## src/rtl/mem_arb_pkg.sv

```systemverilog
// Shared types and constants for the instruction/data RAM port arbiter.
package mem_arb_pkg;
  localparam int ADDR_W         = 32;
  localparam int DATA_W         = 32;
  localparam int STRB_W         = 4;
  localparam int STREAK_MAX_DEF = 2;

  typedef enum logic {IDLE, WAIT} state_e;
  typedef enum logic {OWN_INST, OWN_DATA} owner_e;
endpackage

```

## src/rtl/mem_arb_grant.sv

```systemverilog
// Priority decision: data first, unless it has already won STREAK_MAX grants
// in a row while a fetch was waiting.
module mem_arb_grant #(
  parameter int STREAK_MAX = 2
) (
  input  logic       inst_req_i,
  input  logic       data_req_i,
  input  logic [1:0] streak_i,
  input  logic       accept_i,
  output logic       grant_inst_o,
  output logic       grant_data_o
);
  logic starve;

  assign starve       = inst_req_i && (streak_i == 2'(STREAK_MAX));
  assign grant_data_o = accept_i && data_req_i && !starve;
  assign grant_inst_o = accept_i && inst_req_i && !grant_data_o;
endmodule

```

## src/rtl/mem_port_arbiter.sv

```systemverilog
// Shares one single-port synchronous RAM between instruction fetch and data
// access, with one transaction in flight and a bounded data-priority streak.
module mem_port_arbiter
  import mem_arb_pkg::*;
#(
  parameter int RAM_LAT    = 1,
  parameter int STREAK_MAX = STREAK_MAX_DEF
) (
  input  logic              clk,
  input  logic              reset,
  input  logic              inst_req,
  input  logic [ADDR_W-1:0] inst_addr,
  output logic              inst_addr_ok,
  output logic              inst_data_ok,
  output logic [DATA_W-1:0] inst_rdata,
  input  logic              data_req,
  input  logic              data_wr,
  input  logic [STRB_W-1:0] data_wstrb,
  input  logic [ADDR_W-1:0] data_addr,
  input  logic [DATA_W-1:0] data_wdata,
  output logic              data_addr_ok,
  output logic              data_data_ok,
  output logic [DATA_W-1:0] data_rdata,
  output logic              ram_en,
  output logic [STRB_W-1:0] ram_we,
  output logic [ADDR_W-1:0] ram_addr,
  output logic [DATA_W-1:0] ram_wdata,
  input  logic [DATA_W-1:0] ram_rdata
);
  state_e     state_q, state_d;
  owner_e     owner_q, owner_d;
  logic [1:0] lat_cnt_q, lat_cnt_d;
  logic [1:0] streak_q, streak_d;
  logic       resp, accept, gnt_inst, gnt_data;

  assign resp   = (state_q == WAIT) && (lat_cnt_q == 2'd0);
  assign accept = (state_q == IDLE) || resp;

  mem_arb_grant #(.STREAK_MAX(STREAK_MAX)) u_grant (
    .inst_req_i   (inst_req),
    .data_req_i   (data_req),
    .streak_i     (streak_q),
    .accept_i     (accept),
    .grant_inst_o (gnt_inst),
    .grant_data_o (gnt_data)
  );

  // Every handshake output is gated by reset so the bus is quiet while held.
  assign inst_addr_ok = reset && gnt_inst;
  assign data_addr_ok = reset && gnt_data;
  assign inst_data_ok = reset && resp && (owner_q == OWN_INST);
  assign data_data_ok = reset && resp && (owner_q == OWN_DATA);
  assign inst_rdata   = inst_data_ok ? ram_rdata : '0;
  assign data_rdata   = data_data_ok ? ram_rdata : '0;

  assign ram_en    = inst_addr_ok || data_addr_ok;
  assign ram_addr  = data_addr_ok ? data_addr : (inst_addr_ok ? inst_addr : '0);
  assign ram_we    = (data_addr_ok && data_wr) ? data_wstrb : '0;
  assign ram_wdata = ram_en ? data_wdata : '0;

  always_comb begin
    state_d   = state_q;
    owner_d   = owner_q;
    lat_cnt_d = lat_cnt_q;
    streak_d  = streak_q;
    if (gnt_inst || gnt_data) begin
      state_d   = WAIT;
      owner_d   = gnt_data ? OWN_DATA : OWN_INST;
      lat_cnt_d = 2'(RAM_LAT - 1);
      if (gnt_data && inst_req)
        streak_d = (streak_q == 2'd3) ? streak_q : streak_q + 2'd1;
      else
        streak_d = 2'd0;
    end else if (state_q == WAIT) begin
      if (lat_cnt_q != 2'd0) lat_cnt_d = lat_cnt_q - 2'd1;
      else                   state_d   = IDLE;
    end
  end

  always_ff @(posedge clk or negedge reset) begin
    if (!reset) begin
      state_q   <= IDLE;
      owner_q   <= OWN_INST;
      lat_cnt_q <= 2'd0;
      streak_q  <= 2'd0;
    end else begin
      state_q   <= state_d;
      owner_q   <= owner_d;
      lat_cnt_q <= lat_cnt_d;
      streak_q  <= streak_d;
    end
  end
endmodule

```

## config.mk

```make
export PLATFORM = sky130hd
export DESIGN_NAME = mem_port_arbiter
export DESIGN_NICKNAME = d
export VERILOG_FILES = /design/src/rtl/mem_arb_pkg.sv /design/src/rtl/mem_arb_grant.sv /design/src/rtl/mem_port_arbiter.sv
export SDC_FILE = /design/constraint.sdc
export NUM_CORES = 1
export LEC_CHECK = 0
export ABC_AREA = 1
export CAP_MARGIN = 0
export CORE_AREA = 2 2 106 108
export DETAILED_ROUTE_END_ITERATION = 8
export DIE_AREA = 0 0 108 110
export HOLD_SLACK_MARGIN = 0.02
export REMOVE_ABC_BUFFERS = 1
export SLEW_MARGIN = 20
export SYNTH_ARGS = -nofsm -noshare
export SYNTH_HDL_FRONTEND = slang
export SYNTH_SLANG_ARGS = --single-unit
```

## constraint.sdc

```tcl
create_clock -name clk -period 1.8 [get_ports clk]
set_input_delay 0.18 -clock clk [delete_from_list [all_inputs] [get_ports clk]]
set_output_delay 0.18 -clock clk [all_outputs]
set_load 0.01 [all_outputs]
```

# Word level (Yosys, flattened, before mapping)
# Cells that the tools add are included.
dict set report word_totals {
  output_inout_bits 137
  romBits 0
  register_bits 6
  n_memories 0
  mem_bits_rw 0
  in_bits 137
  latchBits 0
}
dict set report op_classes {
  n_reduce_logical 24
  magnitude_cmp 0
  mul 0
  eq_ne 3
  bitwise 2
  n_shift 0
  add_sub_neg 2
  div_mod_pow 0
  muxes 15
}
# operator n
set ops {}
lappend ops {{32-bit two-way mux} 5}
lappend ops {{1-bit logical AND} 13}
lappend ops {{2-bit two-way mux} 5}
lappend ops {{2-bit nonzero test} 3}
lappend ops {{2-bit equality test, second input constant} 2}
lappend ops {{1-bit two-way mux} 4}
lappend ops {{4-bit two-way mux} 1}
lappend ops {{2-bit AND reduction} 2}
lappend ops {{1-bit logical OR} 3}
lappend ops {{2-bit by 1-bit adder with 2-bit output, second input constant} 1}
lappend ops {{1-bit logical NOT} 2}
lappend ops {{2-bit logical NOT} 1}
lappend ops {{2-bit != test, second input constant} 1}
lappend ops {{1-bit NOT} 2}
lappend ops {{2-bit by 1-bit subtractor with 2-bit output, second input constant} 1}

# Logic depth before layout (Yosys ltp)
dict set report depth {
  ltp_word 10
  depth_mapped 11
}

# Modules after synthesis
# From an unflattened synthesis, not the netlist that was laid out.
dict set report hier_totals {
  hier_cells 339
  area_unflattened_um2 1529.0
}
# module area_each_um2 instances seq_area_each_um2 cells_each
set by_module_without_submodules {}
lappend by_module_without_submodules {mem_port_arbiter 1487.7 1 150.1 331}
lappend by_module_without_submodules {mem_arb_grant 41.3 1 0.0 8}

# Worst setup path before layout
# OpenSTA, ideal clock, no wires.
dict set report synth_path {
  kind {register to output}
  startpoint {register lat_cnt_q[0]}
  endpoint {output ram_wdata[0]}
  stages_incl_launch_ff 10
  required_time_ns 1.620
  slack_ns 0.253
  arrival_ns 1.367
  n_path_buf 1
  cell_sequence {dfrtp_1 -> inv_1 -> ha_1 -> inv_1 -> nand2_4 -> o21ai_2 -> nor2_2 -> inv_2 -> buf_2 -> nor2_1}
}
dict set report synth_via {
  elab_chain_cells 10
  word_cells_on_any_way 12
  cone_classes {mux: 1; reduce/logical: 11}
}
# element line
set synth_lines {}
lappend synth_lines {{from (decl)} mem_port_arbiter.sv:32} ;# logic [1:0] lat_cnt_q, lat_cnt_d;
lappend synth_lines {{from (signal assigned)} mem_port_arbiter.sv:89} ;# lat_cnt_q <= lat_cnt_d;
lappend synth_lines {{2-bit logical NOT *} mem_port_arbiter.sv:36} ;# assign resp = (state_q == WAIT) && (lat_cnt_q == 2'd0);
lappend synth_lines {{1-bit logical AND *} mem_port_arbiter.sv:36}
lappend synth_lines {{1-bit logical OR *} mem_port_arbiter.sv:37} ;# assign accept = (state_q == IDLE) || resp;
lappend synth_lines {{1-bit logical AND (2 in a row)} mem_arb_grant.sv:16} ;# assign grant_data_o = accept_i && data_req_i && !starve;
lappend synth_lines {{1-bit logical NOT} mem_arb_grant.sv:17} ;# assign grant_inst_o = accept_i && inst_req_i && !grant_data_o;
lappend synth_lines {{1-bit logical AND} mem_arb_grant.sv:17}
lappend synth_lines {{1-bit logical AND} mem_port_arbiter.sv:49} ;# assign inst_addr_ok = reset && gnt_inst;
lappend synth_lines {{1-bit logical OR *} mem_port_arbiter.sv:56} ;# assign ram_en = inst_addr_ok || data_addr_ok;
lappend synth_lines {{net ram_en} mem_port_arbiter.sv:24} ;# output logic ram_en,
lappend synth_lines {{32-bit two-way mux *} mem_port_arbiter.sv:59} ;# assign ram_wdata = ram_en ? data_wdata : '0;
lappend synth_lines {{to (decl)} mem_port_arbiter.sv:27} ;# output logic [DATA_W-1:0] ram_wdata,
# Mark *: on every way through the listed nets, which the timed path passes. The rest lies on a longest branch.

# Worst setup path after layout
dict set report layout_path {
  startpoint {register lat_cnt_q[0]}
  endpoint {output ram_addr[7]}
}
dict set report layout_via {
  elab_chain_cells 10
  word_cells_on_any_way 12
  cone_classes {mux: 2; reduce/logical: 10}
}
# element line
set layout_lines {}
lappend layout_lines {{2-bit logical NOT *} mem_port_arbiter.sv:36}
lappend layout_lines {{1-bit logical AND *} mem_port_arbiter.sv:36}
lappend layout_lines {{1-bit logical OR *} mem_port_arbiter.sv:37}
lappend layout_lines {{1-bit logical AND (2 in a row)} mem_arb_grant.sv:16}
lappend layout_lines {{1-bit logical NOT} mem_arb_grant.sv:17}
lappend layout_lines {{1-bit logical AND} mem_arb_grant.sv:17}
lappend layout_lines {{1-bit logical AND} mem_port_arbiter.sv:49}
lappend layout_lines {{32-bit two-way mux} mem_port_arbiter.sv:57} ;# assign ram_addr = data_addr_ok ? data_addr : (inst_addr_ok ? inst_addr : '0);
lappend layout_lines {{32-bit two-way mux *} mem_port_arbiter.sv:57}
lappend layout_lines {{to (decl)} mem_port_arbiter.sv:26} ;# output logic [ADDR_W-1:0] ram_addr,
# Mark *: on every way between the ends. The rest lies on a longest branch, timed or not.

==> results.sh <==
export IMPL_rsz0062_at_grt="yes"
export IMPL_numClockSinks=6
export IMPL_grt_usage_pct=15.4
export IMPL_routed_via_count=3141
export IMPL_ys_seq_area_share_pct=9.62
export IMPL_htree_levels=1
export IMPL_failed_checks="negative setup slack"
export IMPL_cp_startpoint="lat_cnt_q[0]"
export IMPL_antenna_found_initial=0
export IMPL_clk_pin_slew_worst_paths_ns=0.04
export IMPL_wl_um=11000
export IMPL_grt_pass1_vias=2935
export IMPL_slowest_delay_ns=0.38
export IMPL_worst_slack_ns=-0.154
export IMPL_grt_pass1_wl_um=14300
export IMPL_setup_violations=127
export IMPL_endpoint_kind="output pin"
export IMPL_p_per_area_nw_per_um2=291
export IMPL_peakVddDrop_mv=0.128
export IMPL_finalNonFillerCells=788
export IMPL_hpwlAfterDp_um=7780
export IMPL_timing_rr_start="lat_cnt_q[0]"
export IMPL_crit_type="register to output pin"
export IMPL_synth_seq_cells=6
export IMPL_reg2reg_to="streak_q[1]"
export IMPL_diodes=0
export IMPL_regToRegSetupSlack_ns=0.30
export IMPL_portBuffers=273
export IMPL_status="complete, but fails checks"
export IMPL_tritoncts="done"
export IMPL_antenna_left=0
export IMPL_p_leak_nw=2.87
export IMPL_slew_headroom_pct=82.0
export IMPL_cts_buffers=3
export IMPL_placementRows=38
export IMPL_clock_latency_ns=0.22
export IMPL_finalClockSkew_ns=0.000939
export IMPL_synth_cells=327
export IMPL_root_buffer="clkbuf_8"
export IMPL_overflow=0
export IMPL_regArea_um2=150
export IMPL_drc=0
export IMPL_wire_per_inst_um=14.0
export IMPL_gp_congestion=0.781
export IMPL_min_period_ns=1.95
export IMPL_worst_pin_slew_ns=0.269
export IMPL_max_freq_mhz=512
export IMPL_routed_via_density=3.99
export IMPL_slew_viol_final=0
export IMPL_syn_area_um2=1560
export IMPL_synth_distinct_cells=21
export IMPL_dp_cells=748
export IMPL_pre_cts_ws_ns=-0.422
export IMPL_crit_family="buffers and inverters"
export IMPL_critical_path_arrival_ns=1.77
export IMPL_post_route_period_util_pct=109
export IMPL_hp_class="input pin to asynchronous set/reset pin"
export IMPL_critPathSlowestCell="dfrtp_1"
export IMPL_avgSynthCellArea_um2=4.77
export IMPL_initial_core_util_pct=14.6
export IMPL_die_x_um=108
export IMPL_die_h_um=110
export IMPL_dr_pass1_iters=4
export IMPL_finalHoldViolCount=0
export IMPL_syn2layout_area_growth_pct=245
export IMPL_critical_path_max_fanout=5
export IMPL_nets=790
export IMPL_p_total_mw=1.57
export IMPL_fill_cells=1059
export IMPL_drtIter0Drc=72
export IMPL_maxCapViolations=0
export IMPL_start_kind="register"
export IMPL_drive_above_1_share_pct=53.7
export IMPL_clock_path_buffers=2
export IMPL_core_area_um2=10700
export IMPL_dieArea_um2=11900
export IMPL_ys_warn_count=0
export IMPL_cp_num_buf_inv=7
export IMPL_grt_max_degree=17
export IMPL_multi_input_area_um2=1540
export IMPL_final_util_pct=50.3
export IMPL_ios=274
export IMPL_rr_worst_depth=11
export IMPL_required_ns=1.62
export IMPL_crit_chain="inv_2, ha_4, inv_2, nand2_4, nand3_4, buf_6, nand3_4, inv_8, buf_12, buf_12, nand2_2, nand2_2, buf_6"
[area by class of cell]
cell class	instances	area share, %
flip-flops and latches	6	2.79
clock buffers	3	0.767
repair inverters	2	0.512
well taps	140	3.26
inverters	82	6.35
multi-input cells	224	28.6
repair buffers	331	57.7
[power breakdown]
group / internal [mW] / switching [mW] / leakage [nW]
logic: 0.679 / 0.535 / 2.77
clock network: 0.144 / 0.0580 / 0.0216
registers: 0.143 / 0.00742 / 0.0757
[worst reg2reg max path: cells and delay by family, from the launching register on]
kind            cells  cell delay (ns)
simple gates        3             0.20
compound gates      2             0.24
fa+ha+maj           1             0.13
flops               1             0.38
buf+inv             5             0.46
[Yosys cell counts]
cell      number  share of area (%)
buf_12         2                2.6
buf_2         12                3.8
buf_6          1               0.72
dfrtp_1        6                9.6
ha_1           3                2.4
inv_1         80                 19
inv_2          1               0.24
inv_6          1               0.56
nand2_1       84                 20
nand2_2       20                8.0
nand2_4        1               0.72
nand3_1        2               0.64
nand3_4        2                2.2
nand4_1        3                1.2
nor2_1       102                 25
nor2_2         1               0.40
nor2_4         1               0.72
o21ai_0        2               0.64
o21ai_2        1               0.56
o21bai_1       1               0.48
o22ai_1        1               0.40
[what timing repair did]
action                                  4_1_cts  5_1_grt
buffers inserted                             23        7
pin swaps                                     6       16
gates cloned                                  7        4
endpoints found under the setup margin      137      137
resized for setup                           618      198
hold buffers                                  0        0
[routing by layer]
| metal | wire (µm) | share of wire [%] | GRT usage [%] | vias to the layer above |
|---|---|---|---|---|
| li1 | - | - | - | 1564 |
| met4 | 191 | 1.7 | 4.58 | 0 |
| met2 | 6260 | 57 | 31.6 | 145 |
| met5 | 0 | 0 | 0 | - |
| met1 | 3610 | 33 | 14.9 | 1420 |
| met3 | 976 | 8.8 | 3.76 | 12 |
[logic make-up after synthesis]
group | Yosys count | share of synthesized area [%]
adders and majority gates | 3 | 2.41
buffers and inverters | 97 | 27.2
DFF | 6 | 9.62
and+or+nand+nor | 216 | 58.7
AOI/OAI and AO/OA | 5 | 2.09
[placed cells by master (no fill, tap or decap), types with 6 or more instances in the layout]
master | synthesis | layout
buf_2 | 12 | 83
nor2_1 | 102 | 20
inv_1 | 80 | 73
nor2_2 | 1 | 42
nand2_2 | 20 | 41
dfrtp_1 | 6 | 6
nand2_1 | 84 | 56
nand2_4 | 1 | 8
clkdlybuf4s50_1 | 0 | 136
nor2_4 | 1 | 42
buf_4 | 0 | 32
buf_6 | 1 | 64
[registers in the layout, summed over array words and instances (netlist names)]
name / cells
lat_cnt_q: 2
streak_q: 2
owner_q: 1
state_q: 1
[how the worst max path moves through the flow]
stage                    to  slack [ns]  cells past startpoint
4_1_cts         ram_addr[0]       -0.21                     13
5_1_grt        ram_addr[14]       -0.23                     13
2_1_floorplan     ram_we[0]       -0.03                      8
6_report        ram_addr[7]       -0.15                     13
3_5_place_dp      ram_we[3]       -0.42                      8
3_3_place_gp   ram_wdata[5]       -0.38                      7
[metrics by stage]
stage	hold WS (ns)	instance area (µm²)	TNS, ns
floorplan	-0.116	1450	-0.133
global placement	0.551	4580	-44.17
detailed placement	0.573	4580	-48.08
CTS	0.425	4490	-10.82
global route	0.445	5380	-19.18
finish	0.433	5380	-9.42
Note: power is estimated with default switching activity, not from simulation.
